--- config.mk ---
export PLATFORM = sky130hd
export DESIGN_NAME = jt51_sh_port
export DESIGN_NICKNAME = d
export VERILOG_FILES = /design/src/rtl/jt51_sh_pkg.sv /design/src/rtl/jt51_sh_ring.sv /design/src/rtl/jt51_sh_port.sv
export SDC_FILE = /design/constraint.sdc
export NUM_CORES = 1
export LEC_CHECK = 0
export CAP_MARGIN = 5
export CORE_MARGIN = 2
export CORE_UTILIZATION = 55
export CTS_CLUSTER_SIZE = 10
export DETAILED_ROUTE_END_ITERATION = 12
export PLACE_DENSITY_LB_ADDON = 0.08
export SETUP_SLACK_MARGIN = 0.2
export SYNTH_ARGS = -nofsm -noshare
export SYNTH_HDL_FRONTEND = slang
export SYNTH_SLANG_ARGS = --single-unit
--- constraint.sdc ---
create_clock -name clk -period 5.6 [get_ports clk]
set_input_delay 1.12 -clock clk [delete_from_list [all_inputs] [get_ports clk]]
set_output_delay 1.12 -clock clk [all_outputs]
set_load 0.01 [all_outputs]
--- src/rtl/jt51_sh_pkg.sv ---
// Shared definitions for the slot-addressed ring access port.
// Contents:
//   state_t - handshake FSM encoding (idle / pending / done)
//   op_t    - latched request type (write / read)
package jt51_sh_pkg;

  typedef enum logic [1:0] {
    ST_IDLE = 2'd0,  // ready to accept a request
    ST_PEND = 2'd1,  // waiting for the addressed slot to reach the head
    ST_DONE = 2'd2   // one-cycle acknowledge
  } state_t;

  typedef enum logic {
    OP_WR = 1'b0,
    OP_RD = 1'b1
  } op_t;

endpackage

--- src/rtl/jt51_sh_ring.sv ---
// Recirculating register ring: stages words of width bits. On every cen the
// ring shifts one word toward the head. The word leaving the head re-enters
// at the tail, unless load is set, in which case load_data enters instead.
// Ports:
//   clk, rst        - clock, synchronous active-high clear
//   cen             - advance the ring by one slot
//   load, load_data - replace the recirculated word at the tail
//   head            - word currently at the head of the ring
module jt51_sh_ring #(
  parameter int width  = 5,
  parameter int stages = 32
) (
  input  logic             clk,
  input  logic             rst,
  input  logic             cen,
  input  logic             load,
  input  logic [width-1:0] load_data,
  output logic [width-1:0] head
);

  logic [width-1:0] mem [stages];

  // NOTE: every word is a plain flop in a shift chain, not a RAM macro, so a
  // full synchronous clear is cheap and legal. Do not copy this reset style
  // onto a real memory array.
  always_ff @(posedge clk) begin
    if (rst) begin
      for (int i = 0; i < stages; i++) mem[i] <= '0;
    end else if (cen) begin
      // NOTE: non-blocking assignments make every stage read the old value of
      // its neighbour, so the whole chain shifts as one register.
      for (int i = 0; i < stages - 1; i++) mem[i] <= mem[i+1];
      mem[stages-1] <= load ? load_data : mem[0];
    end
  end

  assign head = mem[0];

endmodule

--- src/rtl/jt51_sh_port.sv ---
// Slot-addressed access port for a time-multiplexed recirculating ring.
// The ring rotates on cen; slot/dout present the head word and its index.
// A client issues one read or write at a time; the port waits for the slot
// to reach the head, then loads new data at the tail (write) or captures the
// head word (read), and pulses ack for one cycle.
// Ports:
//   clk, rst           - clock, synchronous active-high reset
//   cen                - ring advance enable
//   slot, dout         - head slot index and head word
//   wr_req, rd_req     - requests, sampled only while busy=0 (write wins)
//   addr, wdata        - target slot and write data
//   rdata              - last serviced read result
//   busy, ack, err     - request pending, completion pulse, rejected address
module jt51_sh_port
  import jt51_sh_pkg::*;
#(
  parameter int width  = 5,
  parameter int stages = 32,
  parameter int AW     = $clog2(stages)
) (
  input  logic             clk,
  input  logic             rst,
  input  logic             cen,
  output logic [AW-1:0]    slot,
  output logic [width-1:0] dout,
  input  logic             wr_req,
  input  logic             rd_req,
  input  logic [AW-1:0]    addr,
  input  logic [width-1:0] wdata,
  output logic [width-1:0] rdata,
  output logic             busy,
  output logic             ack,
  output logic             err
);

  localparam logic [AW-1:0] last_slot  = AW'(stages - 1);
  localparam logic [AW:0]   stages_ext = (AW+1)'(stages);

  state_t           state, state_nx;
  op_t              op_q;
  logic [AW-1:0]    addr_q;
  logic [AW-1:0]    cnt;
  logic [width-1:0] wdata_q;
  logic [width-1:0] head;
  logic             err_q;
  logic             req;
  logic             bad_addr;
  logic             hit;

  assign req      = wr_req | rd_req;
  assign bad_addr = {1'b0, addr} >= stages_ext;
  // Only evaluated in PEND, so a slot already at the head when the request is
  // accepted is serviced a full rotation later.
  assign hit      = (state == ST_PEND) && cen && (cnt == addr_q);

  jt51_sh_ring #(
    .width (width),
    .stages(stages)
  ) u_ring (
    .clk      (clk),
    .rst      (rst),
    .cen      (cen),
    .load     (hit && (op_q == OP_WR)),
    .load_data(wdata_q),
    .head     (head)
  );

  // Slot counter tracks which slot sits at the head of the ring.
  always_ff @(posedge clk) begin
    if (rst)      cnt <= '0;
    else if (cen) cnt <= (cnt == last_slot) ? '0 : cnt + AW'(1);
  end

  always_ff @(posedge clk) begin
    if (rst) state <= ST_IDLE;
    else     state <= state_nx;
  end

  // NOTE: state_nx gets its default before the case, so no path through the
  // block leaves it unassigned and no latch is inferred.
  always_comb begin
    state_nx = state;
    unique case (state)
      ST_IDLE: if (req) state_nx = bad_addr ? ST_DONE : ST_PEND;
      ST_PEND: if (hit) state_nx = ST_DONE;
      ST_DONE: state_nx = ST_IDLE;
      default: state_nx = ST_IDLE;
    endcase
  end

  // Request capture and read result.
  always_ff @(posedge clk) begin
    if (rst) begin
      addr_q  <= '0;
      wdata_q <= '0;
      op_q    <= OP_WR;
      err_q   <= 1'b0;
      rdata   <= '0;
    end else begin
      if ((state == ST_IDLE) && req) begin
        addr_q  <= addr;
        wdata_q <= wdata;
        op_q    <= wr_req ? OP_WR : OP_RD;
        err_q   <= bad_addr;
      end
      if (hit && (op_q == OP_RD)) rdata <= head;
    end
  end

  assign slot = cnt;
  assign dout = head;
  assign busy = (state != ST_IDLE);
  assign ack  = (state == ST_DONE);
  assign err  = ack & err_q;

endmodule

==> results.json, run 1 <==
{
  "status": "complete, no violations",
  "insertedDiodeCount": 0,
  "fin_area_um2": 7910,
  "cts_resized": 0,
  "vias": 3358,
  "switchingPower_uw": 560,
  "placed_cell_area_um2": 7430,
  "setup_viol": 0,
  "final_nets": 511,
  "path_cells": "clkdlybuf4s50_1 > or2_4 > buf_4",
  "cts_setup_buffers": 0,
  "cp.arrival_ps": 3200,
  "overflow": 0,
  "ir_drop_uv": 253,
  "required_ps": 5690,
  "drt-initial-drc-count": 296,
  "grt_pass1_vias": 3096,
  "ant_nets": 0,
  "startpoint_type": "primary input",
  "grt_pass1_wl_um": 15700,
  "gp_congestion": 0.703,
  "syn_area_per_cell_um2": 14.9,
  "syn_area_um2": 7040,
  "postCtsHoldBufs": 0,
  "clkSinkCount": 183,
  "root_buffer": "clkbuf_16",
  "core_um2": 12600,
  "synth_top_area_share_pct": 68.3,
  "firstDrtPassIters": 4,
  "die_y_um": 117,
  "slowest_delay_ps": 830,
  "ys.flop_type": "edfxtp_1",
  "power.density_nw_per_um2": 347,
  "synth_edf_count": 160,
  "netlist_instances": 471,
  "fp.dieW_um": 117,
  "hold_viol_final": 0,
  "grt_use_total_pct": 15.6,
  "synth_area_leader_cell": "edfxtp_1",
  "p_sw_share_pct": 20.4,
  "port_buffers": 31,
  "crit_buf_inv": 2,
  "grt_max_degree": 99,
  "fill_cells": 971,
  "crit_path_max_fanout": 72,
  "rsz0062_at_grt": "false",
  "critical_path_class": "in2reg",
  "p_seq_share_pct": 58.5,
  "initial_core_util_pct": 56.0,
  "clkPwrFrac_pct": 36.4,
  "hpwlAfterDp_um": 5190,
  "cts-buffers-inserted": 17,
  "cts.clk_slew.worst_paths_ps": 60,
  "maxCapViolations": 0,
  "critical-path-top-delay-family": "buffers and inverters",
  "clock_latency_ps": 420,
  "rows": 41,
  "period_needed_ps": 3120,
  "clock.fmax_mhz": 321,
  "syn_to_final_growth_pct": 12.4,
  "ctsHtreeMaxLevel": 4,
  "syn-num-nets": 488,
  "seq_area_frac_synth_pct": 74.8,
  "tightestPinTransition_ps": 941,
  "cts_tree": "built",
  "finalSetupTns_ps": 0,
  "min_path_type": "reg2reg",
  "die_area_um2": 13700,
  "end_kind": "flip-flop",
  "io_pins": 33,
  "slowest_stage": "or2_4",
  "fin_skew_ps": 9.56,
  "drc_errors": 0,
  "period_share_pct": 55.7,
  "antenna_found_initial": 0,
  "synth_async_sr_flop_share_pct": 0,
  "avgRoutedWirePerCell_um": 14.4,
  "leakage_nw": 2.99,
  "viasPerCell": 4.97,
  "ys_top_cells_by_area": "edfxtp_1, and2_1, dfxtp_1",
  "drv_slew": 0,
  "cts_max_path_buffers": 2,
  "totalWireLength_um": 9740,
  "layout-drive-gt1-share_pct": 6.15,
  "ys_warn_count": 0,
  "internal_power_mw": 2.19,
  "synth-seq-cells": 183,
  "synth_cell_types": 32,
  "slew_headroom_pct": 37.3,
  "power_frac_comb_pct": 5.1
}
[path summary, 6_finish.rpt]
path,startpoint,to,slack (ps),cells after the start
worst max-delay path,cen,u_ring.mem[0][24]$_SDFFCE_PN0P_,2480,3
worst min-delay path,wdata_q[2]$_SDFFE_PP0P_,wdata_q[2]$_SDFFE_PP0P_,460,2
worst max register to register,slot[1]$_SDFFE_PP0P_,u_ring.mem[1][77]$_SDFFCE_PP0P_,3970,4
worst min register to register,wdata_q[2]$_SDFFE_PP0P_,wdata_q[2]$_SDFFE_PP0P_,460,2
[power by group through the flow]
stage               clock network, mW  logic [mW]  registers [mW]
global route                     1.08       0.157            1.62
detailed placement                  0       0.141            1.63
global placement                    0       0.138            1.63
CTS                              1.02       0.142            1.61
finish                           1.00       0.140            1.61
floorplan                           0       0.104            1.63
[layout by cell type (no fill, tap or decap), types with 2 or more instances in the layout]
| cell | n |
|---|---|
| o21ai_0 | 3 |
| clkdlybuf4s50_1 | 30 |
| ha_1 | 2 |
| a21oi_1 | 13 |
| dfxtp_1 | 23 |
| nor2b_1 | 66 |
| and3_2 | 2 |
| xor2_1 | 5 |
| nand2b_1 | 16 |
| inv_1 | 2 |
| clkbuf_1 | 3 |
| clkbuf_16 | 17 |
| nand2_1 | 22 |
| and3_1 | 2 |
| clkinv_1 | 7 |
| and2_1 | 90 |
| buf_4 | 3 |
| mux2i_1 | 12 |
| nor2_1 | 8 |
| edfxtp_1 | 160 |
[worst register-to-register path, stage by stage, from the launching register on]
cell     delay, ps
dfxtp_1        350
xor2_1         190
nor3_2         280
and3_1         410
mux2i_1        130
[stage by stage]
stage / cells / power, mW / setup slack (ps) / hold slack (ps) / utilization (%)
2_1_floorplan: 471 / 1.73 / 1480 / 437 / -
3_3_place_gp: 646 / 1.77 / 2070 / 447 / 59.1
3_5_place_dp: 646 / 1.77 / 1990 / 450 / 59.1
4_1_cts: 675 / 2.77 / 2480 / 458 / 62.9
5_1_grt: 676 / 2.85 / 2300 / 479 / 63.0
6_report: 676 / 2.75 / 2480 / 457 / 63.0
[cells by family after synthesis]
kind of cell             Yosys count  share of synthesized area [%]
AND/OR/NAND/NOR                  213                           18.0
flip-flops                       183                           74.8
buffers and inverters             34                           2.63
AO/OA/AOI/OAI                     20                           1.60
multiplexers                      13                           1.87
XOR/XNOR                           5                          0.622
adder cells (fa/ha/maj)            2                          0.356
other                              1                         0.0533
[layer usage]
metal	GRT usage, %	vias to the layer above	wire (um)
li1	-	1654	-
met2	20.7	36	4150
met5	0	-	0
met4	7.29	0	156
met1	23.5	1656	5110
met3	5.10	12	316
[registers in the layout, indices dropped and copies added (netlist names)]
register and flops:
u_ring.mem 160, addr_q 5, rdata 5, slot 5
wdata_q 5, state 2, op_q 1
[Yosys cell counts, types with 2 or more instances]
cell type,count
nand2b_1,16
and3_1,2
and3_2,2
buf_6,2
ha_1,2
nor2b_1,67
and2_1,90
buf_2,7
xor2_1,5
buf_4,6
clkbuf_2,9
mux2i_1,12
dfxtp_1,23
nand2_1,22
o21ai_0,3
clkbuf_1,8
inv_1,2
a21oi_1,13
nor2_1,8
edfxtp_1,160
[layout make-up]
class                   instances  area [um2]  share of cell area (%)
well taps                     172         215                    2.72
flip-flops and latches        183        5270                    66.5
inverters                       2        7.51                  0.0949
multi-input cells             254        1600                    20.2
repair buffers                 36         353                    4.46
clock buffers                  20         437                    5.52
clock inverters                 9        38.8                   0.490
No activity file was read; power rests on OpenSTA's default activity.
==> run 2, diff against run 1 <==
--- a/config.mk
+++ b/config.mk
@@ -7,7 +7,7 @@
 export LEC_CHECK = 0
 export CAP_MARGIN = 5
 export CORE_MARGIN = 2
-export CORE_UTILIZATION = 55
+export CORE_UTILIZATION = 54
 export CTS_CLUSTER_SIZE = 10
 export DETAILED_ROUTE_END_ITERATION = 12
 export PLACE_DENSITY_LB_ADDON = 0.08
==> constraint.sdc (replaced) <==
create_clock -name clk -period 2.65 [get_ports clk]
set_input_delay 0.53 -clock clk [delete_from_list [all_inputs] [get_ports clk]]
set_output_delay 0.53 -clock clk [all_outputs]
set_load 0.01 [all_outputs]
==> results.json, run 2 (synthesized netlist as in run 1, its figures left out) <==
{
  "grt_use_total_pct": 15.1,
  "multiInputGateArea_um2": 1600,
  "port_buffers": 31,
  "crit_path_max_fanout": 6,
  "insertedDiodeCount": 0,
  "slowest_delay_ps": 550,
  "final_cells": 683,
  "path_cells": "nor2b_1 > clkdlybuf4s50_1",
  "ant_nets": 0,
  "die_y_um": 118,
  "layout_commonest_cell": "edfxtp_1",
  "period_share_pct": 79.6,
  "cts_resized": 0,
  "fin_skew_ps": 13.3,
  "dpl.cell_count": 651,
  "maxCapViolations": 0,
  "rows": 41,
  "crit_buf_inv": 1,
  "period_needed_ps": 2110,
  "required_ps": 2120,
  "hpwlAfterDp_um": 5230,
  "setup_viol": 0,
  "critical_path.startpoint": "state[1]$_SDFFE_PP0P_",
  "largest_reg_flops": 160,
  "startpoint_type": "flip-flop",
  "cts-buffers-inserted": 17,
  "clock_latency_ps": 430,
  "rsz0062_at_grt": "false",
  "cp.arrival_ps": 1580,
  "root_buffer": "clkbuf_16",
  "grt_max_degree": 99,
  "cts_setup_buffers": 0,
  "syn_to_final_growth_pct": 15.2,
  "gp_congestion": 0.739,
  "totalWireLength_um": 9730,
  "reg2reg_from": "slot[0]$_SDFFE_PP0P_",
  "ctsHtreeMaxLevel": 4,
  "viasPerCell": 4.91,
  "firstDrtPassIters": 4,
  "grt_pass1_vias": 3110,
  "finalSetupTns_ps": 0,
  "io_pins": 33,
  "worstHoldStart": "wdata_q[3]$_SDFFE_PP0P_",
  "avgRoutedWirePerCell_um": 14.2,
  "end_kind": "output port",
  "overflow": 0,
  "postCtsHoldBufs": 0,
  "final_cell_mix": "edfxtp_1, and2_1, nor2b_1",
  "core_um2": 12700,
  "regArea_um2": 5270,
  "hold_viol_final": 0,
  "critical-path-top-delay-family": "buffers and inverters",
  "post-route-util_pct": 64.0,
  "power.density_nw_per_um2": 766,
  "layout-drive-gt1-share_pct": 8.61,
  "cts_tree": "built",
  "drc_errors": 0,
  "clock.fmax_mhz": 474,
  "drv_slew": 0,
  "cts_max_path_buffers": 2,
  "status": "complete, no violations",
  "final_nets": 515,
  "placed_cell_area_um2": 7520,
  "max_flop_register": "u_ring.mem",
  "min_path_type": "reg2reg",
  "vias": 3356,
  "leakage_nw": 3.08,
  "critical_path_class": "reg2out",
  "cts.clk_slew.worst_paths_ps": 70,
  "fill_cells": 952,
  "clkSinkCount": 183,
  "fin_area_um2": 8110,
  "antenna_found_initial": 0,
  "grt_pass1_wl_um": 16100,
  "fp.dieW_um": 118,
  "slowest_stage": "clkdlybuf4s50_1",
  "initial_core_util_pct": 55.5,
  "ir_drop_uv": 510,
  "die_area_um2": 14000,
  "drt-initial-drc-count": 299
}
run 2: cell types whose count changed in the layout (fill, tap and decap cells not counted), moves of 2 or more:
cell,change
buf_12,+4
bufinv_16,+3
clkinv_1,-6
clkinv_2,+2
inv_6,+2
run 2: path summary, 6_finish.rpt:
path | to | slack (ps) | cells past startpoint
min | wdata_q[3]$_SDFFE_PP0P_ | 460 | 2
max reg2reg | slot[2]$_SDFFE_PP0P_ | 1050 | 7
min reg2reg | wdata_q[3]$_SDFFE_PP0P_ | 460 | 2
max | ack | 540 | 2
run 2: metrics by stage:
step	hold WS [ps]	power, mW	setup slack (ps)
global route	476	6.45	458
CTS	458	6.27	510
global placement	452	3.75	567
floorplan	434	3.66	168
detailed placement	447	3.76	560
finish	462	6.21	542
run 2: where the power goes:
group | internal, mW | total, mW | switching (mW)
registers | 3.34 | 3.39 | 0.0557
clock network | 1.48 | 2.51 | 1.03
logic | 0.141 | 0.307 | 0.167
run 2: worst register-to-register path: stages, from the launching register on:
cell and delay (ps):
dfxtp_1 360, ha_1 240, and3_2 210, ha_1 190, nand2b_1 180, nor3b_1 210, a21oi_1 60, nor2_1 80
run 2: layout make-up:
cell class	count	area share, %
clock buffers	20	5.39
repair buffers	40	5.37
flip-flops and latches	183	64.9
well taps	172	2.65
clock inverters	12	1.85
multi-input cells	254	19.7
inverters	2	0.0926
run 2: layer usage:
layer / vias up / GRT usage [%] / part of all wire (%)
met5: - / 0 / 0
met4: 0 / 7.23 / 1.5
met3: 9 / 4.87 / 4.2
met2: 48 / 19.1 / 42
met1: 1635 / 23.1 / 52
li1: 1664 / - / -
==> run 3, diff against run 2 <==
--- a/config.mk
+++ b/config.mk
@@ -7,7 +7,7 @@
 export LEC_CHECK = 0
 export CAP_MARGIN = 5
 export CORE_MARGIN = 2
-export CORE_UTILIZATION = 54
+export CORE_UTILIZATION = 55
 export CTS_CLUSTER_SIZE = 10
 export DETAILED_ROUTE_END_ITERATION = 12
 export PLACE_DENSITY_LB_ADDON = 0.08
==> constraint.sdc (replaced) <==
create_clock -name clk -period 2.1 [get_ports clk]
set_input_delay 0.42 -clock clk [delete_from_list [all_inputs] [get_ports clk]]
set_output_delay 0.42 -clock clk [all_outputs]
set_load 0.01 [all_outputs]
==> results.json, run 3 (synthesized netlist as in run 1, its figures left out) <==
{
  "gp_congestion": 0.726,
  "hpwlAfterDp_um": 5590,
  "preCtsSetupSlack_ps": 146,
  "maxCapViolations": 0,
  "drc_errors": 0,
  "io_pins": 33,
  "slowest_delay_ps": 570,
  "status": "complete, no violations",
  "dpl.cell_count": 652,
  "ctsHtreeMaxLevel": 4,
  "max_flop_register": "u_ring.mem",
  "grt.busiest_layer": "met1",
  "root_buffer": "clkbuf_16",
  "rsz0062_at_grt": "false",
  "fin_skew_ps": 7.43,
  "grt_use_met1_pct": 24.1,
  "critical_path_class": "reg2out",
  "required_ps": 1680,
  "drv_slew": 0,
  "critical_path.startpoint": "slot[3]$_SDFFE_PP0P_",
  "layout_commonest_cell": "edfxtp_1",
  "rows": 41,
  "startpoint_type": "flip-flop",
  "cp.arrival_ps": 1420,
  "final_cell_mix": "edfxtp_1, and2_1, nor2b_1",
  "power.total_mw": 7.56,
  "clkSinkCount": 183,
  "min_path_type": "in2reg",
  "postCtsHoldBufs": 0,
  "largest_reg_flops": 160,
  "slowest_stage": "clkdlybuf4s50_1",
  "syn_to_final_growth_pct": 14.8,
  "firstDrtPassIters": 4,
  "p_seq_share_pct": 56.7,
  "power_frac_comb_pct": 5.2,
  "crit_path_max_fanout": 5,
  "layout-drive-gt1-share_pct": 9.57,
  "crit_end": "slot[3]",
  "setup_viol": 0,
  "vias": 3394,
  "crit_cells": 1,
  "grtUsageMet2_pct": 22.6,
  "clkPwrFrac_pct": 38.1,
  "cts_max_path_buffers": 2,
  "die_y_um": 117,
  "crit_buf_inv": 1,
  "grt_pass1_vias": 3284,
  "port_buffers": 31,
  "clock_latency_ps": 420,
  "cts-buffers-inserted": 17,
  "initial_core_util_pct": 56.0,
  "leakage_nw": 3.07,
  "drt-initial-drc-count": 287,
  "clock.fmax_mhz": 545,
  "grt_use_total_pct": 16.3,
  "path_cells": "clkdlybuf4s50_1",
  "grt_max_degree": 92,
  "cts.clk_slew.worst_paths_ps": 60,
  "post-route-util_pct": 64.3,
  "ff2ff_setup_slack_ps": 470,
  "cts_setup_buffers": 0,
  "insertedDiodeCount": 0,
  "core_um2": 12600,
  "avgRoutedWirePerCell_um": 14.6,
  "hold_viol_final": 0,
  "power.density_nw_per_um2": 935,
  "end_kind": "output port",
  "die_area_um2": 13700,
  "final_nets": 516,
  "antenna_found_initial": 0,
  "r2r_end": "slot[2]$_SDFFE_PP0P_",
  "cts_tree": "built",
  "internal_power_mw": 6.00,
  "grt_use_met3_pct": 5.10,
  "period_share_pct": 87.4,
  "ant_nets": 0,
  "viasPerCell": 4.96,
  "totalWireLength_um": 10000,
  "setup_ws_ps": 264,
  "overflow": 0,
  "final_cells": 684,
  "reg2reg_from": "slot[0]$_SDFFE_PP0P_",
  "worstHoldStart": "rst",
  "switchingPower_mw": 1.56,
  "period_needed_ps": 1840,
  "fp.dieW_um": 117,
  "grt_pass1_wl_um": 16500,
  "r2r_cells": 7,
  "ir_drop_uv": 630,
  "p_sw_share_pct": 20.6,
  "critical-path-top-delay-family": "buffers and inverters"
}
## run 3: cell type report
cell class | instances | area, um2
Clock buffer | 17 | 425
Clock inverter | 15 | 114
Fill cell | 944 | 4490
Inverter | 2 | 7.51
Multi-Input combinational cell | 254 | 1600
Sequential cell | 183 | 5270
Tap cell | 172 | 215
Timing Repair Buffer | 41 | 444
## run 3: metrics by stage
stage               hold WS (ps)  setup TNS (ps)  area (um2)
finish                       379               0        8080
global route                 392               0        8080
CTS                          355               0        8070
detailed placement           449               0        7530
global placement             446               0        7530
floorplan                    434          -43460        7070
## run 3: power by group through the flow
stage	clock, mW	sequential (mW)	combinational, mW
4_1_cts	2.96	4.29	0.398
2_1_floorplan	0	4.33	0.282
5_1_grt	3.08	4.31	0.441
3_3_place_gp	0	4.35	0.386
3_5_place_dp	0	4.36	0.394
6_report	2.88	4.29	0.391
## run 3: worst min-delay path by stage
stage / endpoint / slack [ps] / depth (start not counted)
floorplan: wdata_q[0]$_SDFFE_PP0P_ / 430 / 2
global placement: wdata_q[3]$_SDFFE_PP0P_ / 450 / 2
detailed placement: wdata_q[4]$_SDFFE_PP0P_ / 450 / 2
CTS: slot[4]$_SDFFE_PP0P_ / 350 / 2
global route: slot[1]$_SDFFE_PP0P_ / 390 / 2
finish: slot[1]$_SDFFE_PP0P_ / 380 / 2
## run 3: what timing repair did
item	CTS	global route
gates resized for setup	3	4
setup endpoints to repair	2	2
cloned	0	0
## run 3: per-layer routing
layer	wire length [um]	share of wire (%)	vias to the layer above
met5	0	0	-
met4	179	1.8	0
met3	376	3.8	11
met2	4440	44	48
met1	5020	50	1668
li1	-	-	1667
